## src/rtl/gray_window_3x3_pkg.sv

```systemverilog
// -----------------------------------------------------------------------------
// gray_window_3x3_pkg
// Shared constants and types for the 3x3 gray-scale window generator.
//   CNN_*            : default image geometry and pixel width
//   state_e          : window generator FSM encoding
//   win_idx()        : element index of (row, col) inside the packed window
// -----------------------------------------------------------------------------
package gray_window_3x3_pkg;

    localparam int CNN_DATA_IN_W          = 8;
    localparam int CNN_IMG_IN_WIDTH       = 28;
    localparam int CNN_IMG_IN_HEIGHT      = 28;
    localparam int CNN_GRAY_BUFFER_ADDR_W = 5;

    typedef enum logic [1:0] {
        ST_IDLE  = 2'd0,
        ST_RUN   = 2'd1,
        ST_FLUSH = 2'd2
    } state_e;

    // Row 0 is the oldest row, col 0 the oldest column.
    function automatic int win_idx(input int row, input int col);
        return 3 * row + col;
    endfunction

endpackage

```

## src/rtl/gray_window_3x3_linebuf.sv

```systemverilog
// -----------------------------------------------------------------------------
// graylinebuffer
// Simple dual-port line memory with a registered read port. A read and a
// write to the same address on the same edge returns the old contents.
//   clkw, w_en, w_addr, w_data : write port
//   clkr, r_en, r_addr         : read request
//   r_data                     : read data, valid the cycle after r_en
// Memory contents are intentionally not reset.
// -----------------------------------------------------------------------------
module graylinebuffer #(
    parameter int DW    = 8,
    parameter int AW    = 5,
    parameter int DEPTH = 1 << AW
) (
    input  logic          clkw,
    input  logic          w_en,
    input  logic [AW-1:0] w_addr,
    input  logic [DW-1:0] w_data,
    input  logic          clkr,
    input  logic          r_en,
    input  logic [AW-1:0] r_addr,
    output logic [DW-1:0] r_data
);

    logic [DW-1:0] mem_q [DEPTH];

    // Write port.
    always_ff @(posedge clkw) begin
        if (w_en) begin
            mem_q[w_addr] <= w_data;
        end
    end

    // Registered read port; holds its value while r_en is low.
    always_ff @(posedge clkr) begin
        if (r_en) begin
            r_data <= mem_q[r_addr];
        end
    end

endmodule

```

## src/rtl/gray_window_3x3.sv

```systemverilog
// -----------------------------------------------------------------------------
// gray_window_3x3
// Builds a sliding 3x3 window over a raster-scanned gray image using two line
// buffers (previous row, row before that) and a 3x3 shift register.
//   clk, rst_n      : clock, asynchronous active-low reset
//   in_valid/in_sof : pixel valid, start-of-frame (row 0, col 0)
//   in_data         : gray pixel
//   in_ready        : low only for the single flush cycle after a frame ends
//   win_valid       : win_data holds a complete window (2-cycle latency)
//   win_data        : element k = 3*row+col at bits [k*DW +: DW]
//   frame_done      : pulses with the last window of a frame
// -----------------------------------------------------------------------------
module gray_window_3x3
    import gray_window_3x3_pkg::*;
#(
    parameter int DW    = CNN_DATA_IN_W,
    parameter int IMG_W = CNN_IMG_IN_WIDTH,
    parameter int IMG_H = CNN_IMG_IN_HEIGHT,
    parameter int AW    = CNN_GRAY_BUFFER_ADDR_W
) (
    input  logic            clk,
    input  logic            rst_n,
    input  logic            in_valid,
    input  logic            in_sof,
    input  logic [DW-1:0]   in_data,
    output logic            in_ready,
    output logic            win_valid,
    output logic [9*DW-1:0] win_data,
    output logic            frame_done
);

    localparam int            RW       = 16;
    localparam logic [AW-1:0] COL_LAST = AW'(IMG_W - 1);
    localparam logic [RW-1:0] ROW_LAST = RW'(IMG_H - 1);

    state_e        state_q;
    logic [AW-1:0] col_q, col_d, c_cur_s;
    logic [RW-1:0] row_q, row_d, r_cur_s;
    logic          accept_s, take_s, last_s;

    logic [DW-1:0] lb0_rd_s, lb1_rd_s;
    logic [DW-1:0] pix_q;
    logic [AW-1:0] c_q;
    logic [RW-1:0] r_q;
    logic          acc_q, last_q;
    logic [9*DW-1:0] win_q;
    logic          win_valid_q, frame_done_q;
    logic [2:0][DW-1:0] new_col_s;

    assign in_ready = (state_q != ST_FLUSH);

    // Position of the incoming pixel and the scan position that follows it.
    always_comb begin
        accept_s = in_valid && in_ready;
        // Pixels without in_sof are only meaningful once a frame is running.
        take_s   = accept_s && (in_sof || (state_q == ST_RUN));
        if (in_sof) begin
            c_cur_s = '0;
            r_cur_s = '0;
        end else begin
            c_cur_s = col_q;
            r_cur_s = row_q;
        end
        last_s = (c_cur_s == COL_LAST) && (r_cur_s == ROW_LAST);
        if (last_s) begin
            col_d = '0;
            row_d = '0;
        end else if (c_cur_s == COL_LAST) begin
            col_d = '0;
            row_d = r_cur_s + RW'(1);
        end else begin
            col_d = c_cur_s + AW'(1);
            row_d = r_cur_s;
        end
    end

    // Frame FSM with scan position counters.
    always_ff @(posedge clk or negedge rst_n) begin
        if (!rst_n) begin
            state_q <= ST_IDLE;
            col_q   <= '0;
            row_q   <= '0;
        end else begin
            case (state_q)
                ST_IDLE, ST_RUN: begin
                    if (take_s) begin
                        col_q   <= col_d;
                        row_q   <= row_d;
                        state_q <= last_s ? ST_FLUSH : ST_RUN;
                    end else begin
                        col_q   <= col_q;
                        row_q   <= row_q;
                        state_q <= state_q;
                    end
                end
                ST_FLUSH: begin
                    col_q   <= '0;
                    row_q   <= '0;
                    state_q <= ST_IDLE;
                end
                default: begin
                    col_q   <= '0;
                    row_q   <= '0;
                    state_q <= ST_IDLE;
                end
            endcase
        end
    end

    graylinebuffer #(.DW(DW), .AW(AW), .DEPTH(IMG_W)) u_lb0 (
        .clkw   (clk),
        .w_en   (take_s),
        .w_addr (c_cur_s),
        .w_data (in_data),
        .clkr   (clk),
        .r_en   (take_s),
        .r_addr (c_cur_s),
        .r_data (lb0_rd_s)
    );

    // Buffer 1 is fed from buffer 0's read data one cycle later, so it ends
    // up holding the row two above the current one.
    graylinebuffer #(.DW(DW), .AW(AW), .DEPTH(IMG_W)) u_lb1 (
        .clkw   (clk),
        .w_en   (acc_q),
        .w_addr (c_q),
        .w_data (lb0_rd_s),
        .clkr   (clk),
        .r_en   (take_s),
        .r_addr (c_cur_s),
        .r_data (lb1_rd_s)
    );

    // New rightmost column, top (oldest row) to bottom.
    assign new_col_s = {pix_q, lb0_rd_s, lb1_rd_s};

    // Two-stage window pipeline: capture the pixel, then shift in its column.
    always_ff @(posedge clk or negedge rst_n) begin
        if (!rst_n) begin
            pix_q        <= '0;
            c_q          <= '0;
            r_q          <= '0;
            acc_q        <= 1'b0;
            last_q       <= 1'b0;
            win_q        <= '0;
            win_valid_q  <= 1'b0;
            frame_done_q <= 1'b0;
        end else begin
            acc_q <= take_s;
            if (take_s) begin
                pix_q  <= in_data;
                c_q    <= c_cur_s;
                r_q    <= r_cur_s;
                last_q <= last_s;
            end else begin
                pix_q  <= pix_q;
                c_q    <= c_q;
                r_q    <= r_q;
                last_q <= last_q;
            end
            if (acc_q) begin
                for (int row = 0; row < 3; row++) begin
                    win_q[win_idx(row, 0)*DW +: DW] <= win_q[win_idx(row, 1)*DW +: DW];
                    win_q[win_idx(row, 1)*DW +: DW] <= win_q[win_idx(row, 2)*DW +: DW];
                    win_q[win_idx(row, 2)*DW +: DW] <= new_col_s[row];
                end
                // Columns 0/1 are stale when c < 2, so only flag full windows.
                win_valid_q  <= (r_q >= RW'(2)) && (c_q >= AW'(2));
                frame_done_q <= last_q;
            end else begin
                win_q        <= win_q;
                win_valid_q  <= 1'b0;
                frame_done_q <= 1'b0;
            end
        end
    end

    assign win_valid  = win_valid_q;
    assign win_data   = win_q;
    assign frame_done = frame_done_q;

endmodule

```

## config.mk

```make
export PLATFORM = sky130hd
export DESIGN_NAME = gray_window_3x3
export DESIGN_NICKNAME = d
export VERILOG_FILES = /design/src/rtl/gray_window_3x3_pkg.sv /design/src/rtl/gray_window_3x3_linebuf.sv /design/src/rtl/gray_window_3x3.sv
export SDC_FILE = /design/constraint.sdc
export NUM_CORES = 1
export LEC_CHECK = 0
export CORE_ASPECT_RATIO = 0.9
export CORE_MARGIN = 1
export CORE_UTILIZATION = 40
export CTS_BUF_LIST = sky130_fd_sc_hd__clkbuf_8
export DETAILED_ROUTE_END_ITERATION = 12
export PLACE_DENSITY = 0.56
export SYNTH_ARGS = -nofsm -noshare
export SYNTH_HDL_FRONTEND = slang
export SYNTH_SLANG_ARGS = --single-unit
```

## constraint.sdc

```tcl
create_clock -name clk -period 2.4 [get_ports clk]
set_input_delay 0.6 -clock clk [delete_from_list [all_inputs] [get_ports clk]]
set_output_delay 0.6 -clock clk [all_outputs]
set_load 0.03 [all_outputs]
```

After elaboration in Yosys (flattened, before gate mapping):

Memories as Yosys holds them, arrays and structs flattened. A register that Yosys moved wholly into a read port is not among the register bits.
Index checks and enable logic that the tools add are counted.

* $add $sub $neg: 2
* $lt $le $gt $ge: 2
* eq/ne operators: 5
* muxes and demuxes: 19
* reductions and logical operators: 7

Operator list (count)
* 16-bit two-way mux: 5
* 5-bit two-way mux: 5
* 16-bit by 1-bit adder with 16-bit output (second input constant): 1
* 16-bit by 5-bit == test with 1-bit output (second input constant): 1
* 16-bit by 2-bit greater-or-equal comparator with 1-bit output (second input constant): 1
* 1-bit two-way mux: 6
* 2-bit two-way mux: 3
* 5-bit by 1-bit adder with 5-bit output (second input constant): 1
* 5-bit == test (second input constant): 1
* 5-bit by 2-bit greater-or-equal comparator with 1-bit output (second input constant): 1
* 1-bit logical AND: 4
* 2-bit inequality test (second input constant): 2
* 2-bit by 1-bit == test with 1-bit output (second input constant): 1
* 2-bit logical NOT: 1
* 2-bit OR reduction: 1
* 1-bit logical OR: 1

* register bits after elaboration: 128
* memory bits (writable): 448
* bits of input ports: 12
* output and inout bits: 75
* logic and storage cells: 48
* memories: 2

Memories
* u_lb0.mem_q: depth 28, bits a word 8, read ports 1, clocked after Yosys merged registers in 1, wr ports 1, line gray_window_3x3_linebuf.sv:25 `logic [DW-1:0] mem_q [DEPTH];`
* u_lb1.mem_q: depth 28, bits a word 8, read ports 1, clocked after Yosys merged registers in 1, wr ports 1, line gray_window_3x3_linebuf.sv:25

Longest topological paths before layout:

Gate-level depths: netlist of run 1.

* word-level depth: 6
* gate-level depth with buffers: 12
* gate-level depth less buffers: 8

By module:

A second synthesis of run 1 with hierarchy kept.

* cell total of the unflattened synthesis: 1368
* area total of the unflattened synthesis: 23647.7 um^2

Modules (own cells, without submodules)
* graylinebuffer: times used 2, cells an instance 476, area an instance 9132.5 um^2
* gray_window_3x3: times used 1, cells an instance 416, area an instance 5382.7 um^2

Least setup slack after synthesis of run 1:

No wires, ideal clock.

* kind: input to register
* from: input port in_sof
* to: memory u_lb0.mem_q[3][0] (enable)
* library setup time: 0.395 ns
* data arrival time: 2.713 ns
* data required time: 2.005 ns
* path slack: -0.707 ns
* stages: 8
* buffers on the path: 3
* path through: buf_4 > nand2b_2 > inv_2 > buf_2 > buf_2 > ha_1 > inv_1 > nor4_1

RTL lines
* start: declaration: line gray_window_3x3.sv:24 `input logic in_sof,`
* 5-bit two-way mux: line gray_window_3x3.sv:57 `if (in_sof) begin`
* named net c_cur_s[1]: line gray_window_3x3.sv:37 `logic [AW-1:0] col_q, col_d, c_cur_s;`
* end: declaration: line gray_window_3x3_linebuf.sv:25

The timed path passes the listed nets, and every way through them passes these cells.

Worst setup path after layout of run 1:

* from: register col_q[0]
* to: register u_lb1.r_data[1] (read register of u_lb1.mem_q), data pin

* word-level cells in the longest chain between the ends: 1

RTL lines
* start: declaration: line gray_window_3x3.sv:37
* start signal: assignment: line gray_window_3x3.sv:87 `col_q <= col_d;`
* start signal: assignment: line gray_window_3x3.sv:91 `col_q <= col_q;`
* 5-bit two-way mux: line gray_window_3x3.sv:57
* end: declaration: line gray_window_3x3_linebuf.sv:22 `output logic [DW-1:0] r_data`

Every way passes these cells.
A chain may end at the register's enable or synchronous reset.

==> impl_metrics.csv, run 1 <==
group,metric,value,unit
routing,drt-wirelength-per-cell,22.79,um
sta,finalHoldViolCount,0,
floorplanning,core-area,58650,sq um
place,io_buffers,86,
cells_and_area,nets,1902,
place,place_hpwl,40120,um
logic_synthesis,netlist_area,23800,sq um
sta,fin_skew,45.24,ps
routing,num_vias,14869,
logic_synthesis,yosys_register_bits,591,
critical_path,crit_start,"col_q[0]",
clocking,cts.sinks,591,
logic_synthesis,synthMuxAreaShare,0.08796,
grt,grt_pass1_wl,94160,um
clocking,cts_max_path_buffers,3,
sta,slew_viol_final,0,
logic_synthesis,synth_xor_area_frac,0.002576,
logic_synthesis,synth_edf_count,464,
clocking,cts.clk_slew.worst_paths,60,ps
routing,drtAntennaViolNets,0,
critical_path,critical_path.slowest_cell,"dfrtp_4",
sta,slew_headroom,0.3499,
floorplanning,io-pin-count,87,
worst_hold_path,hold_start,"in_sof",
sta,worst_pin_slew,975.2,ps
routing,via_per_inst,5.433,
cells_and_area,num-fill-cells,4979,
floorplanning,row_count,84,
critical_path,crit_arrival,2820,ps
power,power_density,842.1,nW/um^2
grt,grt.total_usage,0.2090,
grt,grt_overflow_total,0,
logic_synthesis,syn-num-nets,1586,
logic_synthesis,synthCells,1569,
clocking,clk_latency,710,ps
logic_synthesis,yosys.area_share.simple,0.06035,
power,ir_worst_vdd,0.4641,mV
cells_and_area,antennaDiodeCount,0,
place,gp_congestion,0.8450,
flow_run,maxCapViolCount,0,
clocking,htreeDepth,3,
critical_path,cp-start-kind,"flip-flop",
logic_synthesis,synth_compound_area_frac,0.1036,
critical_path,cp_data_required_time,2850,ps
sta,post-route-period-util,0.9873,
cells_and_area,syn2layout_area_growth,24.18,%
logic_synthesis,synth_cell_type_count,71,
critical_path,end_kind,"flip-flop",
sta,setup_viol,0,
run_status,run_status,"completed",
critical_path,critPathMaxStageDelay,530,ps
sta,rsz0062_at_grt,"true",
critical_path,path_cells,"buf_4 > buf_4 > mux2_2 > a221oi_1 > o21ai_0 > o211ai_1 > or3b_1",
floorplanning,die_w,259.1,um
floorplanning,start_util,0.4058,
critical_path,reg2reg_depth,7,
logic_synthesis,synth_fa_ha_area_frac,0.003049,
clocking,post_cts_buffers,0,
floorplanning,die_h,233.4,um
critical_path,path_common_cell,"buf_4",
logic_synthesis,async_reset_ff_frac,0.2149,
worst_hold_path,hp-class,"input port to flip-flop",
grt,grt_max_degree,75,
sta,min_period,2370,ps
logic_synthesis,ys_seq_area_frac,0.7190,
worst_hold_path,whs_path_depth,3,
routing,dr.first_iter.drc_count,1292,
critical_path,path_class,"flip-flop to flip-flop",
logic_synthesis,ys.flop_type,"edfxtp_1",
grt,grt_antenna_before_repair,2,
cells_and_area,final_util,0.5039,
clocking,cts-root-buf,"clkbuf_8",
clocking,cts_made_buffers,98,
power,p_leak,11.00,nW
routing,drt-pass1-iter-count,5,
sta,fmax,422.0,MHz
logic_synthesis,synth_top_family_by_area,"compound AO/OA/AOI/OAI gates",
logic_synthesis,avgSynthCellArea,15.17,sq um
routing,drc,0,
grt,first_global_vias,15041,
floorplanning,die-area,60480,sq um
clocking,cts_tree,"done",
sta,tns,0,ps
critical_path,reg2reg_from,"col_q[0]",
critical_path,worstPathMaxFanout,6,
cells_and_area,drive_gt1_frac,0.2700,
logic_synthesis,synth_warnings,0,
routing,routed_wl,62380,um
-- state kept, by name, indices dropped and copies added (netlist names), 2 cells and up --
register	count
state_q	2
pix_q	8
u_lb0.mem_q	224
win_data	72
r_q	15
u_lb0.r_data	8
col_q	5
u_lb1.r_data	8
row_q	16
c_q	5
u_lb1.mem_q	224
-- stage by stage --
stage | cells | setup slack (ps) | cell area, sq um | power (W) | hold WS (ps)
detailed placement | 2558 | -248.8 | 27690 | 0.01708 | 461.3
global route | 2737 | -84.17 | 29550 | 0.02592 | 347.6
global placement | 2558 | -247.6 | 27690 | 0.01702 | 455.5
floorplan | 1569 | -222.5 | 24220 | 0.01488 | 304.4
CTS | 2737 | 0.4887 | 29460 | 0.02514 | 315.0
finish | 2737 | 30.42 | 29550 | 0.02489 | 363.8
-- cell usage in the layout, fill, tap and decap left out, types with 21 or more instances in the layout --
cell	instances
inv_1	47
edfxtp_1	464
dfrtp_1	124
dlygate4sd2_1	31
nor2_1	40
buf_12	32
o22a_1	60
o211ai_1	27
clkbuf_8	104
clkdlybuf4s50_1	35
a221oi_1	28
nand2_1	90
mux2_2	103
clkinv_1	21
buf_4	204
mux2i_1	85
nand3_1	22
o21ai_0	100
a21oi_1	95
-- worst max-delay path, delay by kind of cell, from the launching register on --
family,cells,cell delay (ps)
flip-flops,1,530
multiplexers,1,270
AO/OA/AOI/OAI,3,620
AND/OR/NAND/NOR,1,370
buffers and inverters,2,330
-- cells in the mapped netlist (4+ instances only) --
library cell / n / area share
nor3_1: 8 / 0.0017
nand2b_1: 4 / 0.0011
a21oi_1: 95 / 0.020
nand4_1: 5 / 0.0013
and3_1: 6 / 0.0016
nor2b_1: 10 / 0.0026
edfxtp_1: 464 / 0.59
a32o_1: 5 / 0.0021
buf_1: 9 / 0.0014
mux2_2: 103 / 0.049
mux2i_1: 91 / 0.038
o22ai_1: 5 / 0.0013
xnor2_1: 5 / 0.0018
nand3b_1: 7 / 0.0022
o22a_1: 60 / 0.022
buf_6: 4 / 0.0019
dfrtp_1: 127 / 0.13
a211oi_1: 9 / 0.0028
or3b_1: 11 / 0.0040
nor4_1: 27 / 0.0071
ha_1: 5 / 0.0026
nand3_1: 22 / 0.0046
nand4b_1: 4 / 0.0015
o21ai_0: 112 / 0.024
clkbuf_1: 56 / 0.0088
nor2_1: 41 / 0.0065
a22oi_1: 15 / 0.0047
or3b_2: 5 / 0.0018
nand2_1: 91 / 0.014
a221oi_1: 30 / 0.011
buf_2: 37 / 0.0078
o211ai_1: 27 / 0.0085
or4b_1: 4 / 0.0017
inv_1: 11 / 0.0017
-- worst paths after layout --
path,to,slack (ps)
worst max register to register,u_lb1.r_data[1],30
worst min register to register,pix_q[1],480
min in group asynchronous,r_q[15],450
max in group asynchronous,win_data[43],1340
worst min-delay path,col_q[3],360
worst max-delay path,u_lb1.r_data[1],30
-- logic make-up (layout without fill, tap and decap cells) --
kind of cell,count (synthesis),in the layout
fa+ha+maj,6,6
xor+xnor,7,7
mux,195,195
buf+inv,122,516
simple gates,268,268
flops,591,591
compound gates,380,380
-- power breakdown --
part	total (W)	internal, W	switching, W
sequential	0.0121	0.0118	0.000352
combinational	0.00463	0.00186	0.00277
clock	0.00813	0.00412	0.00400
-- per-layer routing --
metal,wire length (um),track usage,part of all wire
met1,28690,0.3050,0.46
met2,27930,0.3127,0.45
met3,4605,0.04579,0.074
met5,13,0,0.00021
met4,1131,0.05825,0.018
-- layout make-up --
class	instances	area (sq um)	share of cell area
flip-flops and latches	591	17120	0.5793
well taps	774	968.4	0.03277
inverters	13	48.80	0.001651
repair buffers	325	3068	0.1038
clock inverters	74	361.6	0.01223
clock buffers	104	1431	0.04843
multi-input cells	856	6556	0.2218
-- repair_timing --
item | 4_1_cts | 5_1_grt
pin swaps | 0 | 1
endpoints found under the hold margin | 53 | 0
setup endpoints to repair | 32 | 36
gates resized for setup | 32 | 40
hold buffers | 1 | 0
Note: power is estimated with default switching activity, not from simulation.
==> run 2, diff against run 1 <==
- CORE_MARGIN: 1 -> 2
==> run 2 against run 1 <==
Compared with the run above: maximum frequency down 0.50%; worst hold slack better by 26 ps; count of clock-buffer cells in the layout down 2; sequential share of layout area about the same; wire length down 1.4%; critical path depth unchanged; register-to-register slack about the same; power down 0.24%; cell count down 0.77%; largest power group unchanged; highest routed layer unchanged; sequential power about the same; flip-flop and latch count unchanged.
==> impl_metrics.csv, run 2 (same netlist as run 1, synthesis figures left out) <==
group,metric,value,unit
floorplanning,die_h,235.4,um
grt,grt_overflow_total,0,
clocking,cts_tree,"done",
place,io_buffers,86,
critical_path,reg2reg_from,"col_q[0]",
routing,drt-wirelength-per-cell,22.63,um
floorplanning,die-area,61470,sq um
critical_path,r2r_setup_slack,20,ps
clocking,cts-root-buf,"clkbuf_8",
critical_path,path_class,"flip-flop to flip-flop",
sta,finalHoldViolCount,0,
grt,grt_antenna_before_repair,6,
critical_path,cp-start-kind,"flip-flop",
cells_and_area,drive_gt1_frac,0.2652,
grt,grt_pass1_wl,92530,um
routing,drtAntennaViolNets,0,
routing,drt-pass1-iter-count,7,
worst_hold_path,hp-class,"input port to async pin",
run_status,run_status,"completed",
power,ir_worst_vdd,0.4814,mV
sta,post-route-period-util,0.9923,
sta,fmax,419.9,MHz
clocking,clk_latency,700,ps
power,power_density,839.4,nW/um^2
floorplanning,row_count,84,
place,gp_congestion,0.8158,
power,finalPower,0.02483,W
floorplanning,io-pin-count,87,
sta,fin_skew,34.71,ps
floorplanning,core-area,58650,sq um
critical_path,reg2reg_depth,7,
critical_path,r2r-end,"u_lb1.r_data[4]",
critical_path,end_kind,"flip-flop",
cells_and_area,nets,1882,
sta,slew_headroom,0.3464,
sta,rsz0062_at_grt,"true",
cells_and_area,num-fill-cells,4972,
routing,via_per_inst,5.494,
critical_path,cp_data_required_time,2850,ps
cells_and_area,syn2layout_area_growth,24.28,%
grt,grt_max_degree,75,
floorplanning,start_util,0.4058,
sta,worst_pin_slew,980.4,ps
cells_and_area,final_cell_mix,"edfxtp_1, buf_4, dfrtp_1, mux2_2, clkbuf_8",
grt,first_global_vias,14845,
flow_run,maxCapViolCount,0,
cells_and_area,antennaDiodeCount,0,
grt,grt.total_usage,0.2004,
sta,setup_viol,0,
clocking,cts.clk_slew.worst_paths,60,ps
routing,drc,0,
clocking,cts_max_path_buffers,3,
sta,min_period,2382,ps
sta,slew_viol_final,0,
clocking,cts.sinks,591,
cells_and_area,final_common_cell,"edfxtp_1",
cells_and_area,final_cells,2716,
floorplanning,die_w,261.1,um
critical_path,crit_arrival,2830,ps
critical_path,worstPathMaxFanout,13,
clocking,cts_made_buffers,95,
power,p_leak,11.06,nW
clocking,htreeDepth,3,
place,place_hpwl,39170,um
place,dp.cells,2533,
routing,num_vias,14921,
routing,routed_wl,61480,um
routing,dr.first_iter.drc_count,1294,
run 2: changes by cell type in the layout (fill, tap and decap cells not counted), moves of 5 or more:
cell,delta
inv_1,+8
o21ai_0,-7
buf_4,-26
clkdlybuf4s50_1,-5
clkinv_1,-7
dlymetal6s2s_1,+5
run 2: critical path, stage by stage, from the launching register on:
cell,delay (ps)
dfrtp_4,520
buf_12,170
buf_16,160
buf_4,190
o22a_1,210
o21ai_0,310
a21oi_1,180
or3b_1,380
run 2: layer usage:
metal  track usage  vias to the layer above  share of wire
met1        0.3014                     7548           0.47
met3       0.04554                      102          0.074
met2        0.2911                      524           0.44
met4       0.05579                        2          0.020
met5             0                        -        0.00021
li1              -                     6745              -
run 2: report_power, final:
| group | total (W) | switching (W) | leakage (nW) | internal, W |
|---|---|---|---|---|
| Sequential | 0.0121 | 0.000366 | 5.79 | 0.0118 |
| Combinational | 0.00474 | 0.00280 | 4.22 | 0.00194 |
| Clock | 0.00794 | 0.00391 | 1.06 | 0.00403 |
run 2: area by class of cell:
cell class | instances | area [sq um] | share of cell area
Clock buffer | 102 | 1404 | 0.04746
Tap cell | 774 | 968.4 | 0.03274
Multi-Input combinational cell | 856 | 6589 | 0.2228
Sequential cell | 591 | 17120 | 0.5788
Clock inverter | 72 | 344.1 | 0.01163
Inverter | 13 | 51.30 | 0.001734
Timing Repair Buffer | 308 | 3102 | 0.1049
run 2: how the worst max path moves through the flow:
stage,start,to,slack [ps],cells after the start
6_report,col_q[0],u_lb1.r_data[4],20,7
5_1_grt,col_q[0],u_lb0.r_data[4],-60,8
4_1_cts,col_q[0],u_lb1.r_data[6],-10,7
3_5_place_dp,in_sof,u_lb1.r_data[6],-420,8
3_3_place_gp,in_sof,u_lb1.r_data[3],-400,8
2_1_floorplan,in_sof,row_q[15],-220,11
run 2: metrics by stage:
step,hold slack (ps),util,cell area [sq um],setup WS (ps),setup TNS (ps)
after floorplan,304.4,-,24220,-222.5,-7854
after detailed placement,462.5,0.4700,27560,-418.3,-32420
after global placement,460.4,0.4700,27560,-403.9,-30370
after global routing,384.8,0.5044,29580,-58.52,-248.9
after CTS,351.4,0.5009,29380,-10.57,-13.29
final,389.9,0.5044,29580,18.45,0
run 2: repair_timing:
action | 4_1_cts | 5_1_grt
hold buffers | 1 | 0
gates cloned | 1 | 2
endpoints found under the hold margin | 38 | 0
buffers inserted | 1 | 4
gates resized for setup | 48 | 49
endpoints found under the setup margin | 40 | 46
pin swaps | 0 | 3
==> run 3, diff against run 2 <==
- GPL_ROUTABILITY_DRIVEN: default -> 0
==> results of run 3 <==
The final DEF is identical to that of run 2; final timing and power are the same.
